--- src/rtl/immediate_sel_if.sv ---
// Immediate-select bus: the select code enum plus the interface that bundles
// the candidate immediates, qualifiers and the selected/registered results.
package immediate_sel_pkg;
  typedef enum logic [2:0] {
    IMM_TYPE_I = 3'd0,
    IMM_TYPE_S = 3'd1,
    IMM_TYPE_B = 3'd2,
    IMM_TYPE_U = 3'd3,
    IMM_TYPE_J = 3'd4,
    IMM_TYPE_R = 3'd5
  } imm_sel_e;
endpackage

interface immediate_sel_if #(
  parameter int DATA_WIDTH = 32,
  parameter int CNT_WIDTH  = 16
);
  import immediate_sel_pkg::*;

  imm_sel_e                  ImmSel_i;
  logic                      sel_valid_i;
  logic                      clr_i;
  logic [DATA_WIDTH-1:0]     imm_i_i;
  logic [DATA_WIDTH-1:0]     imm_s_i;
  logic [DATA_WIDTH-1:0]     imm_b_i;
  logic [DATA_WIDTH-1:0]     imm_u_i;
  logic [DATA_WIDTH-1:0]     imm_j_i;
  logic [DATA_WIDTH-1:0]     ImmSel_o;
  logic [DATA_WIDTH-1:0]     ImmSel_q_o;
  logic                      illegal_o;
  logic [6*CNT_WIDTH-1:0]    stats_o;

  // Control unit / immediate generator side
  modport master (
    output ImmSel_i, sel_valid_i, clr_i,
    output imm_i_i, imm_s_i, imm_b_i, imm_u_i, imm_j_i,
    input  ImmSel_o, ImmSel_q_o, illegal_o, stats_o
  );

  // Mux side
  modport slave (
    input  ImmSel_i, sel_valid_i, clr_i,
    input  imm_i_i, imm_s_i, imm_b_i, imm_u_i, imm_j_i,
    output ImmSel_o, ImmSel_q_o, illegal_o, stats_o
  );
endinterface

--- src/rtl/immediate_sel.sv ---
// Decode-stage immediate mux with a registered copy, a sticky illegal-code
// flag and, when IMMSEL_STATS_EN is defined, saturating per-code usage counters.
module immediate_sel #(
  parameter int DATA_WIDTH = 32,
  parameter int CNT_WIDTH  = 16
) (
  input logic clk,
  input logic rst,
  immediate_sel_if.slave bus
);
  logic [2:0]            code;
  logic [DATA_WIDTH-1:0] sel;

  assign code = bus.ImmSel_i;

  // Select the immediate; non-immediate codes return the code itself so the
  // operand path sees a deterministic, recognisable value.
  always_comb begin
    sel = {{(DATA_WIDTH-3){1'b0}}, code};
    case (code)
      3'd0:    sel = bus.imm_i_i;
      3'd1:    sel = bus.imm_s_i;
      3'd2:    sel = bus.imm_b_i;
      3'd3:    sel = bus.imm_u_i;
      3'd4:    sel = bus.imm_j_i;
      default: sel = {{(DATA_WIDTH-3){1'b0}}, code};
    endcase
  end

  assign bus.ImmSel_o = sel;

  // Pipeline copy of the selection, loaded only on qualified cycles.
  always_ff @(posedge clk or posedge rst) begin
    if (rst)                  bus.ImmSel_q_o <= '0;
    else if (bus.sel_valid_i) bus.ImmSel_q_o <= sel;
  end

  // Sticky illegal-code flag; clear beats a same-cycle set.
  always_ff @(posedge clk or posedge rst) begin
    if (rst)                                     bus.illegal_o <= 1'b0;
    else if (bus.clr_i)                          bus.illegal_o <= 1'b0;
    else if (bus.sel_valid_i && code > 3'd5)     bus.illegal_o <= 1'b1;
  end

`ifdef IMMSEL_STATS_EN
  logic [5:0][CNT_WIDTH-1:0] cnt;

  // Saturating usage counter per legal code; illegal codes are not counted.
  always_ff @(posedge clk or posedge rst) begin
    if (rst) begin
      cnt <= '0;
    end else if (bus.clr_i) begin
      cnt <= '0;
    end else if (bus.sel_valid_i && code <= 3'd5) begin
      if (cnt[code] != {CNT_WIDTH{1'b1}}) cnt[code] <= cnt[code] + 1'b1;
    end
  end

  assign bus.stats_o = cnt;
`else
  assign bus.stats_o = '0;
`endif
endmodule

--- src/flat_wrapper.sv ---
// flat-port wrapper written by rule: the top's interface ports become plain ports
module immediate_sel_flat 
#(
  parameter int DATA_WIDTH = 32,
  parameter int CNT_WIDTH  = 16
)
  (clk, rst, bus_ImmSel_i, bus_sel_valid_i, bus_clr_i, bus_imm_i_i, bus_imm_s_i, bus_imm_b_i, bus_imm_u_i, bus_imm_j_i, bus_ImmSel_o, bus_ImmSel_q_o, bus_illegal_o, bus_stats_o);
  immediate_sel_if #(.DATA_WIDTH(DATA_WIDTH), .CNT_WIDTH(CNT_WIDTH)) bus_i ();
  input logic clk;
  input logic rst;
  input wire logic [$bits(bus_i.ImmSel_i)-1:0] bus_ImmSel_i;
  input wire logic [$bits(bus_i.sel_valid_i)-1:0] bus_sel_valid_i;
  input wire logic [$bits(bus_i.clr_i)-1:0] bus_clr_i;
  input wire logic [$bits(bus_i.imm_i_i)-1:0] bus_imm_i_i;
  input wire logic [$bits(bus_i.imm_s_i)-1:0] bus_imm_s_i;
  input wire logic [$bits(bus_i.imm_b_i)-1:0] bus_imm_b_i;
  input wire logic [$bits(bus_i.imm_u_i)-1:0] bus_imm_u_i;
  input wire logic [$bits(bus_i.imm_j_i)-1:0] bus_imm_j_i;
  output wire logic [$bits(bus_i.ImmSel_o)-1:0] bus_ImmSel_o;
  output wire logic [$bits(bus_i.ImmSel_q_o)-1:0] bus_ImmSel_q_o;
  output wire logic [$bits(bus_i.illegal_o)-1:0] bus_illegal_o;
  output wire logic [$bits(bus_i.stats_o)-1:0] bus_stats_o;
  assign bus_i.ImmSel_i = bus_ImmSel_i;
  assign bus_i.sel_valid_i = bus_sel_valid_i;
  assign bus_i.clr_i = bus_clr_i;
  assign bus_i.imm_i_i = bus_imm_i_i;
  assign bus_i.imm_s_i = bus_imm_s_i;
  assign bus_i.imm_b_i = bus_imm_b_i;
  assign bus_i.imm_u_i = bus_imm_u_i;
  assign bus_i.imm_j_i = bus_imm_j_i;
  assign bus_ImmSel_o = bus_i.ImmSel_o;
  assign bus_ImmSel_q_o = bus_i.ImmSel_q_o;
  assign bus_illegal_o = bus_i.illegal_o;
  assign bus_stats_o = bus_i.stats_o;
  immediate_sel #(.DATA_WIDTH(DATA_WIDTH), .CNT_WIDTH(CNT_WIDTH)) u_core (.clk(clk), .rst(rst), .bus(bus_i));
endmodule
--- config.mk ---
export PLATFORM = sky130hd
export DESIGN_NAME = immediate_sel_flat
export DESIGN_NICKNAME = d
export VERILOG_FILES = /design/src/rtl/immediate_sel_if.sv /design/src/rtl/immediate_sel.sv /design/src/flat_wrapper.sv
export SDC_FILE = /design/constraint.sdc
export NUM_CORES = 1
export LEC_CHECK = 0
export ABC_AREA = 1
export BUFFER_PORTS_ARGS = -buffer_cell sky130_fd_sc_hd__clkbuf_2
export CAP_MARGIN = 20
export CORE_AREA = 2 2 127 129
export DETAILED_ROUTE_END_ITERATION = 8
export DIE_AREA = 0 0 129 131
export MAX_ROUTING_LAYER = met4
export REMOVE_ABC_BUFFERS = 1
export SYNTH_ARGS = -nofsm -noshare
export SYNTH_HDL_FRONTEND = slang
export SYNTH_SLANG_ARGS = --single-unit
--- constraint.sdc ---
create_clock -name clk -period 1.5 [get_ports clk]
set_clock_uncertainty 0.2 [all_clocks]
set_input_delay 0 -clock clk [delete_from_list [all_inputs] [get_ports clk]]
set_output_delay 0 -clock clk [all_outputs]
set_load 0.1 [all_outputs]
# Yosys cells after proc, flatten, opt, wreduce, memory -nomap -nowiden
# Index checks and enable logic that the tools add are counted.
totals:
  ff_bits: 33
  inputBits: 167
  out_inout_bits: 161
  wordCells: 13
classes:
  order_cmp: 1
  n_eq_ne: 4
  muxes: 3
  n_reduce_logical: 3
op_table:
  columns: ["cell", "count"]
  rows:
  - ["case mux 32 bit (5 select lines)", 1]
  - ["== test 3 x 2 -> 1 bit (second input constant)", 2]
  - ["== test 3 x 1 -> 1 bit (second input constant)", 1]
  - ["== test 3 bit (second input constant)", 1]
  - ["greater-than comparator 3 bit (second input constant)", 1]
  - ["logical NOT 3 bit", 1]
  - ["2-to-1 mux 1 bit", 2]
  - ["nonzero test 2 bit", 1]
  - ["logical AND 1 bit", 1]

# Longest topological paths before layout
# Gate-level depths: netlist of run 1.
logic_depth:
  depth_word: 4
  ltp_mapped: 10
  mapped_depth_nobuf: 9

# Worst setup path before layout of run 1
# Ideal clock, no wire load.
synth_timing:
  path_kind: "input-to-reg"
  from: "input bus_ImmSel_i[2]"
  to: "register u_core.bus.ImmSel_q_o[0]"
  setup_ns: 0.126
  t_arrival_ns: 1.569
  t_required_ns: 1.174
  setup_slack_ns: -0.395
  path_stages: 9
  n_path_buf: 2
  cell_sequence: "buf_6 > inv_2 > buf_4 > nand4_1 > nand2_1 > nor2_1 > nand3_1 > nand2_1 > nand2_1"
synth_between:
  elab_chain_len: 2
  elab_cells_between_ends: 6
  cone_classes: "4 x eq/ne; 1 x mux; 1 x reduce/logical"
synth_rtl:
  columns: ["element", "line", "source"]
  rows:
  - ["from (decl)", "flat_wrapper.sv:11", "input wire logic [$bits(bus_i.ImmSel_i)-1:0] bus_ImmSel_i;"]
  - ["== test 3 bit (tied with other cells)", "immediate_sel.sv:20", "case (code)"]
  - ["case mux 32 bit (5 select lines) *", "immediate_sel.sv:20", null]
  - ["net bus_ImmSel_o[0]", "flat_wrapper.sv:19", "output wire logic [$bits(bus_i.ImmSel_o)-1:0] bus_ImmSel_o;"]
  - ["to (signal assigned)", "immediate_sel.sv:35", "else if (bus.sel_valid_i) bus.ImmSel_q_o <= sel;"]
  - ["to (decl)", "immediate_sel_if.sv:44", "output ImmSel_o, ImmSel_q_o, illegal_o, stats_o"]
# Mark *: on every way through the listed nets, which the timed path passes. The rest lies on a longest branch.
# A chain may end at the register's enable or synchronous reset.

# Worst setup path after layout of run 1
layout_timing:
  from: "input bus_imm_b_i[7]"
  to: "output bus_ImmSel_o[7]"
layout_between:
  elab_chain_len: 1
layout_rtl:
  columns: ["element", "line", "source"]
  rows:
  - ["from (decl)", "flat_wrapper.sv:16", "input wire logic [$bits(bus_i.imm_b_i)-1:0] bus_imm_b_i;"]
  - ["case mux 32 bit (5 select lines)", "immediate_sel.sv:20", null]
  - ["to (decl)", "flat_wrapper.sv:19", null]
# No other way between the ends.

==> results.yml, run 1 <==
run_status:
  status: "finished, violations left"
  failed_checks: "hold timing"
routing:
  drt_first_iter_violations: 102
  remaining_drc_errors: 0
  drt-vias-per-instance: 3.899
  via_count: 4371
  antenna_violating_nets_post_route: 0
  drt_wl_total_microns: 15000
  firstDrtPassIters: 4
  wl_per_cell_microns: 13.38
timing:
  max_slew.worst_pin.slew_ps: 570.5
  final_min_period_over_clock_period_pct: 98.52
  setup_viol: 0
  period_minus_slack_ps: 1478
  final_hold_viols: 7
  max_freq_mhz: 676.7
  holdWs_ps: -48.83
  finalMaxSlewViolations: 0
  max-slew-margin-rel_pct: 62.13
power:
  net-switching-power_w: 0.003520
  switching_share_pct: 58.06
  share_clk_of_total_power_pct: 16.5
  cellPowerDensity_nw_per_um2: 959.8
  power.static_leakage_nw: 3.680
  internal_power_w: 0.002543
  pwr-share-seq_pct: 17.3
  peakVddDrop_mv: 0.4619
  combPwrFrac_pct: 66.2
clocking:
  clock_tree.buffer_depth: 2
  tritoncts: "done"
  cts_buffers: 5
  clock_insertion_delay_worst_skew_ps: 270
  total_number_of_h_tree_levels: 2
  clock_sink_count: 33
  clockRootBuffer: "sky130_fd_sc_hd__clkbuf_16"
  cts.clk_slew.worst_paths_ps: 50
synth:
  top_count_cell_post_synth: "sky130_fd_sc_hd__nand2_1"
  yosys-top-cells-count: "sky130_fd_sc_hd__nand2_1 (232), sky130_fd_sc_hd__buf_4 (99), sky130_fd_sc_hd__inv_1 (66)"
  ys_async_sr_fraction_pct: 100.0
  synth_seq_cells: 33
  netlist_instances: 580
  post_synth_num_cell_types: 21
  syn_area_per_cell_sq_um: 5.960
  synth_largest_type_area_fraction_pct: 25.19
  synth-seq-area-share_pct: 23.89
  synth.top_cells.by_area: "sky130_fd_sc_hd__nand2_1 (25%), sky130_fd_sc_hd__dfrtp_1 (24%), sky130_fd_sc_hd__buf_4 (21%)"
  synth_warnings: 0
  synth-edff-count: 0
  synth_top_cell_by_area: "sky130_fd_sc_hd__nand2_1"
  mappedNetlistArea_sq_um: 3457
  synth_top_flop_cell: "sky130_fd_sc_hd__dfrtp_1"
grt:
  grtUsageMet3_pct: 2.239
  grt_first_pass_wirelength_microns: 20030
  grt_overflow: 0
  initial_antenna_violation_count: 0
  track_usage_pct: 15.83
  first_global_vias: 3977
  grt_start_max_net_pins: 32
  use_met2_pct: 28.85
  grt_most_used_layer: "met2"
  globalRouteMet1Util_pct: 17.96
critical_path:
  crit_type: "primary input to output pin"
  kind_of_end_point_of_the_critical_path: "output pin"
  reg_to_reg_startpoint: "u_core.bus.illegal_o"
  setup.worst_path.start_class: "primary input"
  wp_buf_inv: 3
  worst-endpoint-arrival_ps: 1280
  cp_max_fo: 2
  crit_family: "buffers and inverters"
  crit_path_max_incr_delay_ps: 550
  crit_path_top_delay_cell: "sky130_fd_sc_hd__dlygate4sd3_1"
  timing.critical_path.required_ps: 1300
  path_cells: "dlygate4sd3_1 > clkbuf_2 > nand2_2 > nand3_4 > or2_4 > buf_12"
  worst_setup_path_startpoint: "bus_imm_b_i[7]"
final_layout:
  area_growth_syn_to_layout_pct: 82.70
  insertedDiodeCount: 0
  design_area_sq_um: 6316
  layout-drive-gt1-share_pct: 33.59
  num-nets-final: 1071
  final-instance-count-excl-fill: 1121
flow_run:
  drv.max_cap_violation_count: 0
placement:
  place.port_buffers: 231
  gp_congestion: 0.7815
  dp_cells: 1026
  dp.final_hpwl_microns: 10180
  placed_area_sq_um: 5135
worst_hold_path:
  worst_hold_startpoint: "bus_imm_b_i[27]"
  min_path_type: "primary input to flop"
floorplan:
  chipWidth_microns: 129
  core_box_area_sq_um: 15600
  core.rowCount: 46
  boundaryPins: 328
  design.die.area_sq_um: 16900
  die_y_microns: 131
  initial_utilization_pct: 22.16
-- cells in the final DEF, fill, tap and decap left out, types with 9 or more instances in the layout --
master	n
sky130_fd_sc_hd__nand3_1	14
sky130_fd_sc_hd__nand2_1	222
sky130_fd_sc_hd__o21ai_1	31
sky130_fd_sc_hd__nand2_2	10
sky130_fd_sc_hd__buf_12	40
sky130_fd_sc_hd__dfrtp_1	33
sky130_fd_sc_hd__dlygate4sd3_1	76
sky130_fd_sc_hd__conb_1	96
sky130_fd_sc_hd__buf_4	19
sky130_fd_sc_hd__inv_1	65
sky130_fd_sc_hd__o21ai_0	9
sky130_fd_sc_hd__nor2_1	39
sky130_fd_sc_hd__clkbuf_2	195
-- sequential cells by signal, summed over array words and instances, names as in the netlist --
| name | count |
|---|---|
| u_core.bus.ImmSel_q_o | 32 |
| u_core.bus.illegal_o | 1 |
-- worst paths after layout --
| path | end | slack [ps] | cells past startpoint |
|---|---|---|---|
| max in group asynchronous | u_core.bus.ImmSel_q_o[8] | 650 | 4 |
| min | u_core.bus.ImmSel_q_o[27] | -50 | 7 |
| max reg2reg | u_core.bus.illegal_o | 150 | 3 |
| max | bus_ImmSel_o[7] | 20 | 6 |
| min reg2reg | u_core.bus.ImmSel_q_o[30] | 280 | 2 |
| min in group asynchronous | u_core.bus.ImmSel_q_o[19] | 20 | 3 |
-- power by group through the flow --
stage               Combinational, W  Sequential, W  Clock (W)
floorplan                    0.00202        0.00181          0
finish                       0.00401        0.00105   0.000998
global placement             0.00375        0.00106          0
detailed placement           0.00375        0.00106          0
CTS                          0.00392        0.00105    0.00104
global route                 0.00416        0.00106    0.00109
-- cell type report --
type | instances | area [sq um]
Clock buffer | 8 | 136.4
Fill cell | 1614 | 9281
Inverter | 70 | 270.3
Multi-Input combinational cell | 452 | 1949
Sequential cell | 33 | 825.8
Tap cell | 216 | 270.3
Timing Repair Buffer | 342 | 2864
-- repair_timing --
| item | CTS | global route |
|---|---|---|
| endpoints found under the hold margin | 55 | 2 |
| hold buffers | 74 | 2 |
| setup endpoints to repair | 5 | 29 |
| resized for setup | 5 | 46 |
| pin swaps | 0 | 9 |
| setup buffers | 0 | 6 |
| cloned | 0 | 5 |
-- cell families after synthesis --
group	synth area share, %
AO/OA/AOI/OAI	6.080
buffers and inverters	32.68
flip-flops	23.89
other	0.1085
AND/OR/NAND/NOR	37.24
-- worst register-to-register path, cell delays in order (launching register included) --
cell,delay (ps)
sky130_fd_sc_hd__dfrtp_1,370
sky130_fd_sc_hd__inv_1,50
sky130_fd_sc_hd__a21oi_1,60
sky130_fd_sc_hd__dlygate4sd3_1,550
-- per-stage QoR --
stage | setup TNS (ps) | hold WS (ps) | worst slack (ps) | power (W) | util [%]
after floorplan | -30520 | -136.9 | -731.7 | 0.003835 | -
after global placement | -108.8 | -239.6 | -68.61 | 0.004810 | 32.92
after detailed placement | -254.2 | -239.1 | -82.40 | 0.004818 | 32.92
after CTS | 0 | 1.062 | 8.722 | 0.006007 | 38.68
after global routing | -34.38 | 8.009 | -10.65 | 0.006320 | 40.49
final | 0 | -48.83 | 22.23 | 0.006062 | 40.49
-- routing by layer --
metal	vias up	part of all wire, %
li1	2198	-
met1	1918	38
met3	29	6.9
met4	0	2.7
met2	226	52
met5	-	0
Note: power is estimated with default switching activity, not from simulation.
==> run 2, diff against run 1 <==
--- a/config.mk
+++ b/config.mk
@@ -12,6 +12,7 @@
 export DETAILED_ROUTE_END_ITERATION = 8
 export DIE_AREA = 0 0 129 131
 export MAX_ROUTING_LAYER = met4
+export RECOVER_POWER = 25
 export REMOVE_ABC_BUFFERS = 1
 export SYNTH_ARGS = -nofsm -noshare
 export SYNTH_HDL_FRONTEND = slang
==> run 2 against run 1 <==
Effect of this change:
- the run still ends with hold timing left
- maximum frequency is essentially flat
- sequential cell count stayed put
- final area decreased by 0.20%
- die area is the same
- count of clock-buffer cells in the layout unchanged
- critical path depth is the same
- critical endpoint unchanged
- sequential share of layout area hardly changed
- non-clock buffer count unchanged
==> results.yml, run 2 (synthesis results as in run 1) <==
routing:
  remaining_drc_errors: 0
  drt_wl_total_microns: 15000
  drt-vias-per-instance: 3.882
  firstDrtPassIters: 4
  antenna_violating_nets_post_route: 0
  via_count: 4352
  wl_per_cell_microns: 13.38
  drt_first_iter_violations: 123
floorplan:
  core.rowCount: 46
  design.die.area_sq_um: 16900
  core_box_area_sq_um: 15600
  die_y_microns: 131
  boundaryPins: 328
  chipWidth_microns: 129
  initial_utilization_pct: 22.16
final_layout:
  most_common_cell_after_layout_fill_and_taps_aside: "sky130_fd_sc_hd__nand2_1"
  top_register: "u_core.bus.ImmSel_q_o"
  final-instance-count-excl-fill: 1121
  layout_common_cells: "sky130_fd_sc_hd__nand2_1 (222), sky130_fd_sc_hd__clkbuf_2 (195), sky130_fd_sc_hd__conb_1 (96)"
  insertedDiodeCount: 0
  num-nets-final: 1071
  area_growth_syn_to_layout_pct: 82.34
  layout.filler_cells: 1615
  multi_input_comb_area_sq_um: 1949
  ff_latch_area_sq_um: 825.8
  layout-drive-gt1-share_pct: 33.48
  top_regs: "u_core.bus.ImmSel_q_o: 32 flops, u_core.bus.illegal_o: 1 flops"
  largest_register_ffs: 32
timing:
  max_freq_mhz: 676.9
  max_slew.worst_pin.slew_ps: 567.2
  holdWs_ps: -47.57
  finalMaxSlewViolations: 0
  setup_tns_ps: 0
  setup_viol: 0
  final_min_period_over_clock_period_pct: 98.48
  max-slew-margin-rel_pct: 62.35
  final_hold_viols: 7
  period_minus_slack_ps: 1477
flow_run:
  drv.max_cap_violation_count: 0
run_status:
  status: "finished, violations left"
  failed_checks: "hold timing"
placement:
  dp_cells: 1026
  dp.final_hpwl_microns: 10180
  gp_congestion: 0.7815
  place.port_buffers: 231
power:
  peakVddDrop_mv: 0.4619
  power.static_leakage_nw: 3.676
  cellPowerDensity_nw_per_um2: 961.0
clocking:
  clock_tree.buffer_depth: 2
  tritoncts: "done"
  cts.clk_slew.worst_paths_ps: 50
  total_number_of_h_tree_levels: 2
  clock_insertion_delay_worst_skew_ps: 270
  clockRootBuffer: "sky130_fd_sc_hd__clkbuf_16"
  clock_sink_count: 33
  cts_buffers: 5
grt:
  initial_antenna_violation_count: 0
  grt_first_pass_wirelength_microns: 20030
  first_global_vias: 3977
  grt_start_max_net_pins: 32
  track_usage_pct: 15.83
  grt_overflow: 0
critical_path:
  setup.worst_path.start_class: "primary input"
  crit_path_top_delay_cell: "sky130_fd_sc_hd__dlygate4sd3_1"
  kind_of_end_point_of_the_critical_path: "output pin"
  worst-endpoint-arrival_ps: 1280
  crit_type: "primary input to output pin"
  cp_max_fo: 2
  crit_path_max_incr_delay_ps: 540
  timing.critical_path.required_ps: 1300
  path_cells: "dlygate4sd3_1 > clkbuf_2 > nand2_2 > nand3_4 > or2_4 > buf_12"
worst_hold_path:
  min_path_type: "primary input to flop"
## run 2: cell types whose count changed in the layout (fill, tap and decap cells not counted), sizes merged
cell	before	now
buf	66	65
clkbuf	208	209
## run 2: path summary, 6_finish.rpt
check,cells past startpoint,to,from,slack [ps]
setup / recovery,6,bus_ImmSel_o[7],bus_imm_b_i[7],20
hold / removal,7,u_core.bus.ImmSel_q_o[27],bus_imm_b_i[27],-50
setup reg to reg,3,u_core.bus.illegal_o,u_core.bus.illegal_o,150
hold reg to reg,2,u_core.bus.ImmSel_q_o[5],u_core.bus.ImmSel_q_o[5],280
max in group asynchronous,4,u_core.bus.ImmSel_q_o[23],rst,220
min in group asynchronous,3,u_core.bus.ImmSel_q_o[19],rst,90
## run 2: report_power, final
part           internal [W]  switching [W]  leakage, nW
registers          0.000993      0.0000569        0.425
clock network      0.000618       0.000380       0.0652
logic              0.000928        0.00308         3.19
## run 2: per-stage QoR
stage	total power (W)	instance area, sq um	hold WS, ps	util, %	worst slack (ps)
floorplan	0.003835	2947	-136.9	-	-731.7
global placement	0.004810	5135	-239.6	32.92	-68.61
detailed placement	0.004818	5135	-239.1	32.92	-82.40
CTS	0.006007	6033	1.062	38.68	8.722
global route	0.006315	6304	8.009	40.41	-10.65
finish	0.006058	6304	-47.57	40.41	22.74
## run 2: layout make-up
cell class                      instances  area share, %
Timing Repair Buffer                  342          45.24
Multi-Input combinational cell        452          30.92
Sequential cell                        33          13.10
Inverter                               70          4.287
Tap cell                              216          4.287
Clock buffer                            8          2.164
## run 2: worst max-delay path: cells and delay by family
kind          cells  cell delay, ps
buf+inv           3             820
simple gates      3             440
## run 2: per-layer routing
| layer | routed length (microns) | global-route usage [%] | part of all wire [%] |
|---|---|---|---|
| met5 | 0 | - | 0 |
| met4 | 388 | 4.923 | 2.6 |
| met2 | 7805 | 28.85 | 52 |
| met3 | 962 | 2.239 | 6.4 |
| met1 | 5844 | 17.96 | 39 |
## run 2: repair_timing
item / in CTS / in global routing
hold buffers: 74 / 2
resized for setup: 5 / 46
pin swaps: 0 / 9
buffers inserted: 0 / 6
setup endpoints to repair: 5 / 29
gates cloned: 0 / 5
endpoints found under the hold margin: 55 / 2
==> run 3, diff against run 2 <==
--- a/config.mk
+++ b/config.mk
@@ -8,10 +8,13 @@
 export ABC_AREA = 1
 export BUFFER_PORTS_ARGS = -buffer_cell sky130_fd_sc_hd__clkbuf_2
 export CAP_MARGIN = 20
+export CELL_PAD_IN_SITES_DETAIL_PLACEMENT = 1
+export CELL_PAD_IN_SITES_GLOBAL_PLACEMENT = 1
 export CORE_AREA = 2 2 127 129
 export DETAILED_ROUTE_END_ITERATION = 8
 export DIE_AREA = 0 0 129 131
 export MAX_ROUTING_LAYER = met4
+export PLACE_DENSITY_LB_ADDON = 0.1
 export RECOVER_POWER = 25
 export REMOVE_ABC_BUFFERS = 1
 export SYNTH_ARGS = -nofsm -noshare
==> run 3 against run 2 <==
Effect of this change:
- the run still ends with hold timing left
- sequential power hardly changed
- sequential cell count stayed put
- critical path depth stayed put
- sequential share of layout area is 0.088 points lower
- hold slack better by 7.8 ps
- cell count is 0.27% lower
- final area is 0.67% higher
- critical endpoint is now bus_ImmSel_o[5]
- largest power group unchanged
- highest routed layer unchanged
==> results.yml, run 3 (synthesis results as in run 1) <==
routing:
  drt_first_iter_violations: 118
  remaining_drc_errors: 0
  via_count: 4397
  drt_wl_total_microns: 15490
  firstDrtPassIters: 4
  wl_per_cell_microns: 13.85
  drt-vias-per-instance: 3.933
  antenna_violating_nets_post_route: 0
grt:
  grt_first_pass_wirelength_microns: 22340
  grt_start_max_net_pins: 19
  grt_overflow: 0
  track_usage_pct: 17.19
  first_global_vias: 4533
  initial_antenna_violation_count: 0
critical_path:
  timing.rr.end: "u_core.bus.illegal_o"
  ff2ff_path_depth: 3
  crit_type: "primary input to output pin"
  kind_of_end_point_of_the_critical_path: "output pin"
  worst_setup_path_startpoint: "bus_imm_j_i[5]"
  timing.critical_path.required_ps: 1300
  setup.worst_path.start_class: "primary input"
  crit_path_top_delay_cell: "sky130_fd_sc_hd__dlygate4sd3_1"
  reg2reg_setup_slack_ps: 160
  path_cells: "dlygate4sd3_1 > clkbuf_2 > nand2_1 > nand3_1 > or2_1 > buf_12"
  cp_max_fo: 2
  worst-endpoint-arrival_ps: 1270
  reg_to_reg_startpoint: "u_core.bus.illegal_o"
  crit_path_max_incr_delay_ps: 560
clocking:
  clock_tree.buffer_depth: 2
  cts.clk_slew.worst_paths_ps: 60
  clock_sink_count: 33
  tritoncts: "done"
  clock_insertion_delay_worst_skew_ps: 270
  cts_buffers: 5
  clockRootBuffer: "sky130_fd_sc_hd__clkbuf_16"
  total_number_of_h_tree_levels: 2
placement:
  detailedPlace.worstSlack_ps: -22.57
  dp.final_hpwl_microns: 11520
  placed_area_sq_um: 5202
  gp_congestion: 0.7856
  place.port_buffers: 231
  dp_cells: 1035
timing:
  holdWs_ps: -39.81
  max-slew-margin-rel_pct: 49.67
  finalMaxSlewViolations: 0
  setup_viol: 0
  max_slew.worst_pin.slew_ps: 754.2
  period_minus_slack_ps: 1472
  finalWorstSetupSlack_ps: 28.27
  max_freq_mhz: 679.5
  final_hold_viols: 19
  final_min_period_over_clock_period_pct: 98.12
worst_hold_path:
  min_delay_worst_endpoint: "u_core.bus.ImmSel_q_o[15]"
  min_path_type: "primary input to flop"
  worst_hold_startpoint: "bus_imm_b_i[15]"
  whs_path_depth: 7
final_layout:
  top_register: "u_core.bus.ImmSel_q_o"
  design_area_sq_um: 6346
  top_regs: "u_core.bus.ImmSel_q_o: 32 flops, u_core.bus.illegal_o: 1 flops"
  most_common_cell_after_layout_fill_and_taps_aside: "sky130_fd_sc_hd__nand2_1"
  layout-drive-gt1-share_pct: 36.59
  num-nets-final: 1068
  layout_common_cells: "sky130_fd_sc_hd__nand2_1 (211), sky130_fd_sc_hd__clkbuf_2 (194), sky130_fd_sc_hd__conb_1 (96)"
  insertedDiodeCount: 0
  area_growth_syn_to_layout_pct: 83.57
  largest_register_ffs: 32
  final-instance-count-excl-fill: 1118
run_status:
  status: "finished, violations left"
  failed_checks: "hold timing"
power:
  power.total_w: 0.006294
  peakVddDrop_mv: 0.4351
  cellPowerDensity_nw_per_um2: 991.8
  power.static_leakage_nw: 3.722
floorplan:
  core.rowCount: 46
  die_y_microns: 131
  boundaryPins: 328
  initial_utilization_pct: 22.16
  chipWidth_microns: 129
  design.die.area_sq_um: 16900
  core_box_area_sq_um: 15600
flow_run:
  drv.max_cap_violation_count: 0
run 3: cell count changes in the layout (fill, tap and decap cells not counted), sizes merged:
cell	previous run	this run
buf	65	75
dlygate4sd3	76	68
clkbuf	209	203
bufinv	0	1
run 3: power by group:
| part | switching, W | internal (W) | total, W |
|---|---|---|---|
| registers | 0.0000567 | 0.000993 | 0.00105 |
| logic | 0.00310 | 0.000941 | 0.00404 |
| clock network | 0.000377 | 0.000830 | 0.00121 |
run 3: worst max-delay path by stage:
| stage | cells past startpoint | slack, ps | endpoint |
|---|---|---|---|
| 2_1_floorplan | 7 | -730 | u_core.bus.ImmSel_q_o[3] |
| 3_3_place_gp | 10 | -10 | bus_ImmSel_o[15] |
| 3_5_place_dp | 11 | -20 | u_core.bus.ImmSel_q_o[15] |
| 4_1_cts | 10 | -10 | bus_ImmSel_o[15] |
| 5_1_grt | 11 | -20 | bus_ImmSel_o[10] |
| 6_report | 6 | 30 | bus_ImmSel_o[5] |
run 3: through the flow:
stage | hold WS [ps] | TNS (ps) | util, %
6_report | -39.81 | 0 | 40.69
5_1_grt | 2.472 | -45.96 | 40.69
4_1_cts | 1.265 | -32.78 | 38.83
3_5_place_dp | -191.6 | -40.50 | 33.35
3_3_place_gp | -203.3 | -26.06 | 33.35
2_1_floorplan | -136.9 | -30520 | -
run 3: final cells by class:
cell class / count / area [sq um]
flip-flops and latches: 33 / 825.8
fillers: 2033 / 9251
clock inverters: 1 / 30.03
clock buffers: 7 / 142.6
well taps: 216 / 270.3
inverters: 70 / 275.3
multi-input cells: 452 / 2009
repair buffers: 339 / 2793
run 3: critical path: cells and delay by family:
kind / cells / cell delay [ps]
simple gates: 3 / 410
buf+inv: 3 / 840
run 3: layer usage:
metal | vias up | global-route usage, % | wire length, microns
li1 | 2185 | - | -
met1 | 2008 | 18.89 | 6142
met2 | 189 | 32.99 | 8191
met3 | 15 | 2.728 | 883
met4 | 0 | 3.069 | 267
met5 | - | - | 0
run 3: what timing repair did:
| item | in CTS | in global routing |
|---|---|---|
| gates cloned | 0 | 3 |
| resized for setup | 0 | 73 |
| endpoints found under the hold margin | 52 | 0 |
| setup buffers | 0 | 5 |
| endpoints found under the setup margin | 4 | 30 |
| hold buffers | 68 | 0 |
| pin swaps | 0 | 16 |
